--- src/rtl/bg_scroll_ctrl.sv ---
// Background scroll controller: ramped near-layer scrolling with wall/edge stops.
// Define BG_PARALLAX_EN to drive far_pos with a shifted (parallax) copy of scroll_pos.
module bg_scroll_ctrl #(
    parameter int POS_W          = 10,
    parameter int WORLD_W        = 555,
    parameter int VIEW_W         = 150,
    parameter int MAX_SPEED      = 4,
    parameter int ACCEL_FRAMES   = 4,
    parameter int PARALLAX_SHIFT = 1
) (
    input  logic             frame_clk,
    input  logic             Reset,
    input  logic             dead_reset,
    input  logic             left_req,
    input  logic             right_req,
    input  logic             can_left,
    input  logic             can_right,
    input  logic             freeze,
    output logic [POS_W-1:0] scroll_pos,
    output logic [3:0]       scroll_vel,
    output logic             at_left,
    output logic             at_right,
    output logic             moving,
    output logic [POS_W-1:0] far_pos
);

    localparam int CNT_W = (ACCEL_FRAMES > 1) ? $clog2(ACCEL_FRAMES) : 1;
    localparam logic [POS_W-1:0] MAX_POS  = POS_W'(WORLD_W - VIEW_W - 1);
    localparam logic [2:0]       MAX_SPD  = 3'(MAX_SPEED);
    localparam logic [CNT_W-1:0] CNT_LAST = CNT_W'(ACCEL_FRAMES - 1);

    typedef enum logic [1:0] {IDLE, ACCEL, CRUISE, DECEL} state_t;

    state_t           state, state_nx;
    logic [2:0]       spd, spd_nx;
    logic             dir, dir_nx;
    logic [CNT_W-1:0] cnt, cnt_nx;
    logic [POS_W-1:0] pos, pos_nx;

    logic             req_r, req_l, same_req, permit, hit_right, hit_left;
    logic [POS_W:0]   pos_plus;
    logic [POS_W-1:0] pos_minus;

    // dir=1 is rightward; simultaneous left and right requests cancel out
    assign req_r     = right_req & ~left_req;
    assign req_l     = left_req & ~right_req;
    assign same_req  = dir ? req_r : req_l;
    assign permit    = dir ? can_right : can_left;
    assign pos_plus  = {1'b0, pos} + (POS_W+1)'(spd);
    assign pos_minus = pos - POS_W'(spd);
    assign hit_right = pos_plus >= {1'b0, MAX_POS};
    assign hit_left  = pos <= POS_W'(spd);

    always_ff @(posedge frame_clk or posedge Reset) begin
        if (Reset) begin
            state <= IDLE;
            spd   <= '0;
            dir   <= 1'b1;
            cnt   <= '0;
            pos   <= '0;
        end else if (dead_reset) begin
            state <= IDLE;
            spd   <= '0;
            dir   <= 1'b1;
            cnt   <= '0;
            pos   <= '0;
        end else if (!freeze) begin
            state <= state_nx;
            spd   <= spd_nx;
            dir   <= dir_nx;
            cnt   <= cnt_nx;
            pos   <= pos_nx;
        end
    end

    always_comb begin
        state_nx = state;
        spd_nx   = spd;
        dir_nx   = dir;
        cnt_nx   = cnt;
        pos_nx   = pos;
        case (state)
            IDLE: begin
                if (req_r && can_right && (pos < MAX_POS)) begin
                    state_nx = ACCEL;
                    dir_nx   = 1'b1;
                    spd_nx   = 3'd1;
                    cnt_nx   = '0;
                end else if (req_l && can_left && (pos != '0)) begin
                    state_nx = ACCEL;
                    dir_nx   = 1'b0;
                    spd_nx   = 3'd1;
                    cnt_nx   = '0;
                end
            end
            default: begin
                // Wall and world-edge stops take effect before any speed change
                if (!permit) begin
                    state_nx = IDLE;
                    spd_nx   = '0;
                    cnt_nx   = '0;
                end else if (dir && hit_right) begin
                    state_nx = IDLE;
                    spd_nx   = '0;
                    cnt_nx   = '0;
                    pos_nx   = MAX_POS;
                end else if (!dir && hit_left) begin
                    state_nx = IDLE;
                    spd_nx   = '0;
                    cnt_nx   = '0;
                    pos_nx   = '0;
                end else begin
                    pos_nx = dir ? pos_plus[POS_W-1:0] : pos_minus;
                    case (state)
                        ACCEL: begin
                            if (!same_req) begin
                                state_nx = DECEL;
                                cnt_nx   = '0;
                            end else if (spd >= MAX_SPD) begin
                                state_nx = CRUISE;
                            end else if (cnt == CNT_LAST) begin
                                spd_nx = spd + 3'd1;
                                cnt_nx = '0;
                                if (spd + 3'd1 == MAX_SPD)
                                    state_nx = CRUISE;
                            end else begin
                                cnt_nx = cnt + CNT_W'(1);
                            end
                        end
                        CRUISE: begin
                            if (!same_req) begin
                                state_nx = DECEL;
                                cnt_nx   = '0;
                            end
                        end
                        DECEL: begin
                            if (same_req) begin
                                state_nx = ACCEL;
                                cnt_nx   = '0;
                            end else if (cnt == CNT_LAST) begin
                                spd_nx = spd - 3'd1;
                                cnt_nx = '0;
                                if (spd == 3'd1)
                                    state_nx = IDLE;
                            end else begin
                                cnt_nx = cnt + CNT_W'(1);
                            end
                        end
                        default: ;
                    endcase
                end
            end
        endcase
    end

    assign scroll_pos = pos;
    assign scroll_vel = dir ? {1'b0, spd} : -{1'b0, spd};
    assign at_left    = (pos == '0);
    assign at_right   = (pos == MAX_POS);
    assign moving     = (spd != '0);

`ifdef BG_PARALLAX_EN
    assign far_pos = pos >> PARALLAX_SHIFT;
`else
    // Constant-folds to zero; no far-layer shifter is built
    assign far_pos = {POS_W{1'b0}} >> PARALLAX_SHIFT;
`endif

endmodule

--- config.mk ---
export PLATFORM = sky130hd
export DESIGN_NAME = bg_scroll_ctrl
export DESIGN_NICKNAME = d
export VERILOG_FILES = /design/src/rtl/bg_scroll_ctrl.sv
export SDC_FILE = /design/constraint.sdc
export NUM_CORES = 1
export LEC_CHECK = 0
export ABC_AREA = 1
export BUFFER_PORTS_ARGS = -buffer_cell sky130_fd_sc_hd__clkbuf_2
export CORE_MARGIN = 5
export CORE_UTILIZATION = 62
export DETAILED_ROUTE_END_ITERATION = 16
export GPL_TIMING_DRIVEN = 0
export HOLD_SLACK_MARGIN = 0.12
export PLACE_DENSITY = 0.86
export SKIP_CTS_REPAIR_TIMING = 1
export SYNTH_ARGS = -nofsm -noshare
export SYNTH_HDL_FRONTEND = slang
export SYNTH_SLANG_ARGS = --single-unit
--- constraint.sdc ---
create_clock -name frame_clk -period 6.85 [get_ports frame_clk]
set_input_delay 0.685 -clock frame_clk [delete_from_list [all_inputs] [get_ports frame_clk]]
set_output_delay 0.685 -clock frame_clk [all_outputs]
set_load 0.02 [all_outputs]
# After elaboration in Yosys (flattened, before gate mapping)
# Cells that the tools add are included.
[word_totals]
elab_cells = 121
inputBits = 8
reg_bits = 18
[classes]
n_bitwise = 4
n_eq_ne = 23
magnitude_cmp = 4
n_reduce_logical = 19
muxes = 60
add_sub_neg = 6
[op_table]
columns = ["operator", "n"]
rows = [
  ["$mux W10", 7],
  ["$mux W2", 29],
  ["$mux W3", 13],
  ["$ne A7 B7 Y1 const B", 4],
  ["$ne A9 B9 Y1 const B", 2],
  ["$ne A8 B7 Y1 const B", 2],
  ["$reduce_and A8 Y1", 2],
  ["$ne A7 B6 Y1 const B", 2],
  ["$pmux W2 S3", 2],
  ["$add A10 B3 Y11", 1],
  ["$ge A11 B9 Y1 const B", 1],
  ["$eq A10 B9 Y1 const B", 1],
  ["$le A10 B3 Y1", 1],
  ["$logic_not A10 Y1", 1],
  ["$lt A10 B9 Y1 const B", 1],
  ["$reduce_bool A10 Y1", 1],
  ["$sub A10 B3 Y10", 1],
  ["$ne A8 B2 Y1 const B", 1],
  ["$ne A8 B8 Y1 const B", 1],
  ["$mux W1", 7],
  ["$ne A7 B2 Y1 const B", 1],
  ["$eq A2 B2 Y1 const B", 3],
  ["$logic_and A1 B1 Y1", 6],
  ["$pmux W3 S2", 1],
  ["19 further kinds", 25],
]

# Logic depth before layout (Yosys ltp)
[depth]
ltp_word = 13
depth_mapped = 20
depth_no_buf = 20

# Worst setup path before layout
# Ideal clock, no wire load.
[synth_timing]
path_type = "flip-flop to flip-flop"
from = "register pos[1], in the netlist scroll_pos[1]"
to = "register spd[1]"
setup_ns = 0.129
required_time_ns = 6.721
n_path_buf = 1
slack_ns = 4.510
t_arrival_ns = 2.211
period_less_slack_ns = 2.340
path_stages_with_launch = 20
cell_sequence = "dfrtp_1 -> inv_1 -> fa_1 -> inv_1 -> nand3_1 -> nand2_1 -> nand2_1 -> nand2_1 -> inv_1 -> nand2_1 -> nand2_1 -> nand2_1 -> nand2_1 -> nand2_2 -> buf_6 -> nand3_2 -> nand2_2 -> nor2_4 -> nand2_1 -> o21ai_1"
[synth_between]
elab_chain_cells = 8
word_cells_on_any_way = 24
cone_classes = "add/sub (1); order compare (3); eq/ne (7); mux (7); reduce/logical (6)"
[synth_lines]
columns = ["item", "line", "rtl"]
rows = [
  ["start, declared", "38", "logic [POS_W-1:0] pos, pos_nx;"],
  ["start signal, assigned", "72", "pos <= pos_nx;"],
  ["$add A10 B3 Y11 / $le A10 B3 Y1 (equally long branches)", "49, 52", ""],
  ["$ge A11 B9 Y1 / $logic_and A1 B1 Y1 (equally long branches)", "51, 107", ""],
  ["$logic_and A1 B1 Y1 / $mux W3 (equally long branches)", "102, 107", ""],
  ["$mux W3", "102", "end else if (dir && hit_right) begin"],
  ["$mux W3", "98", "if (!permit) begin"],
  ["$mux W3", "82", "case (state)"],
  ["$mux W3", "67", "end else if (!freeze) begin"],
  ["$mux W3", "61", "end else if (dead_reset) begin"],
  ["end signal, assigned", "69", "spd <= spd_nx;"],
  ["end, declared", "35", "logic [2:0] spd, spd_nx;"],
]
# Several ways; a longest one is shown, not always the timed one. The select of a mux whose other input is x is not followed.
# A chain may end at the register's enable or synchronous reset.

# Worst setup path in the final report
[layout_timing]
from = "register spd[0]"
to = "register cnt[0]"
[layout_between]
elab_chain_cells = 8
word_cells_on_any_way = 16
cone_classes = "add/sub (1); order compare (3); eq/ne (3); mux (6); reduce/logical (3)"
[layout_lines]
columns = ["item", "line", "rtl"]
rows = [
  ["$add A10 B3 Y11 / $le A10 B3 Y1 (equally long branches)", "49, 52", ""],
  ["$ge A11 B9 Y1 / $logic_and A1 B1 Y1 (equally long branches)", "51, 107", ""],
  ["$logic_and A1 B1 Y1 / $mux W2 (equally long branches)", "102, 107", ""],
  ["$mux W2", "102", ""],
  ["$mux W2", "98", ""],
  ["$mux W2", "82", ""],
  ["$mux W2", "67", ""],
  ["$mux W2", "61", ""],
  ["end signal, assigned", "71", "cnt <= cnt_nx;"],
  ["end, declared", "37", "logic [CNT_W-1:0] cnt, cnt_nx;"],
]
# Several ways; a longest one is shown, not always the timed one. The select of a mux whose other input is x is not followed.

==> results.toml <==
[status]
status = "complete, no violations"

[layout]
fillers = 334
num_antenna_cells = 0
area_delta_synth_final_pct = 11.6
drive_gt1_share_pct = 15.6
nNetsFinal = 401

[worst_setup_path]
crit_start = "spd[0]"
crit_arrival_ps = 3020
crit_top_cell = "nand2_1"
path_class = "reg2reg"
max_stage_delay_ps = 510
r2r-start = "spd[0]"
crit_chain = "ha_1 > inv_1 > fa_1 > inv_1 > nand3_1 > nand2_1 > nand2_1 > nand2_1 > inv_1 > nand2_1 > nand2_1 > nand2_1 > nand2_1 > nand2_2 > buf_6 > nand4_4 > nor2_2 > nand3_1 > nand2_1"
crit_fanout = 10
required_ps = 7110
crit_path_start_kind = "flip-flop"
critPathCaptureType = "flip-flop"
slowest_stage = "dfrtp_1"

[drt]
antenna_left = 0
viasPerCell = 5.50
wl_per_cell_um = 13.4
drtIter0Drc = 200
wirelength_um = 5570
dr_total_vias = 2294
drc = 0
drt_pass1_iterations = 4

[clock_tree]
cts.clk_slew.worst_paths_ps = 120
cts_buffer_depth = 2
cts_tree = "done"
worstSkewPairLatency_ps = 310
clock-sinks = 18
cts_root_buf = "clkbuf_4"
cts_buffers = 3
cts-htree-levels = 1

[timing]
max_freq_mhz = 362
fin_crit_sh_pct = 40.3
slew_headroom_pct = 48.8
period_needed_ps = 2760
skew_ps = 2.74
fin_setup_tns_ps = 0
rsz0062_at_grt = "false"
tightest_slew_ps = 767
maxSlewViolCount = 0
setup_viol = 0
hold_violations = 0

[pwr]
power.share.clock_pct = 10.0
switching_power_mw = 0.401
p_sw_share_pct = 55.6
internal_power_mw = 0.319
comb_power_share_pct = 68.9
p_total_mw = 0.720
power.density_mw_per_mm2 = 303
peakVddDrop_v = 0.000165
p_leak_nw = 1.31
pwr-share-seq_pct = 21.1

[die]
start_util_pct = 63.9
rows = 21
core_mm2 = 0.00334
fp.dieW_um = 68.6
pin_count = 35
chipHeight_um = 68.6
fp.dieArea_mm2 = 0.00471

[placed_design]
gp_congestion = 0.913
dp_hpwl_um = 4450
io_buffers = 24

[logic_synthesis]
synth_top_flop_cell = "dfrtp_1"
yosys.cell_types.count = 34
synth_seq_cells = 18
syn_area_mm2 = 0.00213
syn_area_per_cell_um2 = 6.38
synthArstFlopShare_pct = 100
yosys.area.top_type = "dfrtp_1"
yosysSeqAreaShare_pct = 21.2
synth_area_leaders = "dfrtp_1, nand2_1, ha_1"
synth_edf_count = 0
ys.warnings.count = 0
synth.top_cell.area_share_pct = 20.0
syn_inst = 334

[global_route]
grt_max_degree = 19
grt_first_pass_wirelength_um = 9000
overflow = 0
grt_pass1_vias = 2005
antenna_found_initial = 0
grt_usage_pct = 25.3

[hold_path]
min_path_type = "in2async"

[job]
cap_violations = 0
[synthesized netlist by cell type, types with 2 or more instances]
library cell and instances:
clkbuf_1 2, inv_1 46, dfrtp_1 17, o22ai_1 8
buf_2 3, fa_1 2, nand4_1 5, a31oi_1 2
nor3_1 4, o21ai_0 21, buf_4 12, ha_1 19
nand3_1 36, nor2_1 35, nand3_2 3, nand2_2 3
o31ai_1 2, o21ai_1 3, nand2_1 81, nor2_4 2
a21oi_1 14, nor2_2 2
[kinds of logic (layout without fill, tap and decap cells)]
kind of cell / Yosys count / after routing / share of synthesized area, %
adder cells (fa/ha/maj): 21 / 21 / 13.0
AND/OR/NAND/NOR: 175 / 175 / 37.1
other: 1 / 10 / 0.176
flip-flops: 18 / 18 / 21.2
XOR/XNOR: 1 / 1 / 0.411
buffers and inverters: 64 / 92 / 13.9
AO/OA/AOI/OAI: 54 / 54 / 14.2
[power by group through the flow]
stage / registers, mW / logic (mW) / clock network (mW)
after floorplan: 0.156 / 0.364 / 0
after global placement: 0.153 / 0.481 / 0
after detailed placement: 0.154 / 0.487 / 0
after CTS: 0.152 / 0.490 / 0.0723
after global routing: 0.156 / 0.550 / 0.0760
final: 0.152 / 0.496 / 0.0718
[critical path: cells and delay by family, from the launching register on]
family                   cells  cell delay (ps)
flip-flops                   1              510
adder cells (fa/ha/maj)      2              610
buffers and inverters        4              360
AND/OR/NAND/NOR             13             1210
[final timing paths]
check / to / cells past startpoint / slack [ps]
max reg2reg: cnt[0] / 19 / 4090
min: spd[1] / 2 / 470
max in group asynchronous: scroll_pos[9] / 2 / 5900
min reg2reg: cnt[1] / 2 / 510
min in group frame_clk: cnt[1] / 2 / 510
max: cnt[0] / 19 / 4090
[sequential cells by signal, summed over array words and instances (netlist names)]
| register | count |
|---|---|
| scroll_pos | 10 |
| spd | 3 |
| cnt | 2 |
| state | 2 |
| dir | 1 |
[final cells by class]
| type | count | area (um2) | share of cell area, % |
|---|---|---|---|
| Tap cell | 46 | 57.6 | 2.42 |
| Clock buffer | 4 | 36.3 | 1.53 |
| Sequential cell | 18 | 452 | 19.0 |
| Buffer | 18 | 124 | 5.21 |
| Multi-Input combinational cell | 261 | 1420 | 59.5 |
| Timing Repair Buffer | 24 | 120 | 5.05 |
| Inverter | 46 | 173 | 7.26 |
[placed cells by master (no fill, tap or decap), drive strengths merged]
| master | Yosys | layout |
|---|---|---|
| ha | 19 | 19 |
| dfrtp | 17 | 17 |
| nor3 | 4 | 4 |
| nand2 | 84 | 84 |
| o2111ai | 1 | 1 |
| buf | 16 | 16 |
| o221ai | 1 | 1 |
| nor2 | 39 | 39 |
| xnor2 | 1 | 1 |
| dfstp | 1 | 1 |
| o21ai | 25 | 25 |
| a211oi | 1 | 1 |
| clkbuf | 2 | 30 |
| conb | 1 | 10 |
| fa | 2 | 2 |
| a31oi | 2 | 2 |
| o31ai | 2 | 2 |
| and3 | 1 | 1 |
| o22ai | 8 | 8 |
| inv | 46 | 46 |
| nand3 | 39 | 39 |
| or2 | 1 | 1 |
| nand4 | 6 | 6 |
| a21oi | 14 | 14 |
| nor4 | 1 | 1 |
[metal layers]
| metal | global-route usage [%] | routed length [um] | vias up |
|---|---|---|---|
| met5 | 0 | 0 | - |
| li1 | - | - | 1146 |
| met1 | 30.3 | 2340 | 1063 |
| met4 | 8.93 | 127 | 0 |
| met2 | 46.6 | 2910 | 68 |
| met3 | 2.11 | 193 | 17 |
[per-stage QoR]
stage / std cells / hold slack, ps / instance area, um2 / util (%) / setup WS (ps)
final: 417 / 472 / 2380 / 71.3 / 4090
after global routing: 417 / 508 / 2380 / 71.3 / 3770
after CTS: 417 / 495 / 2380 / 71.3 / 4110
after detailed placement: 413 / 475 / 2340 / 70.2 / 4140
after global placement: 413 / 470 / 2340 / 70.2 / 4190
after floorplan: 343 / 453 / 2160 / - / 4510
(Power assumes the default switching activity.)
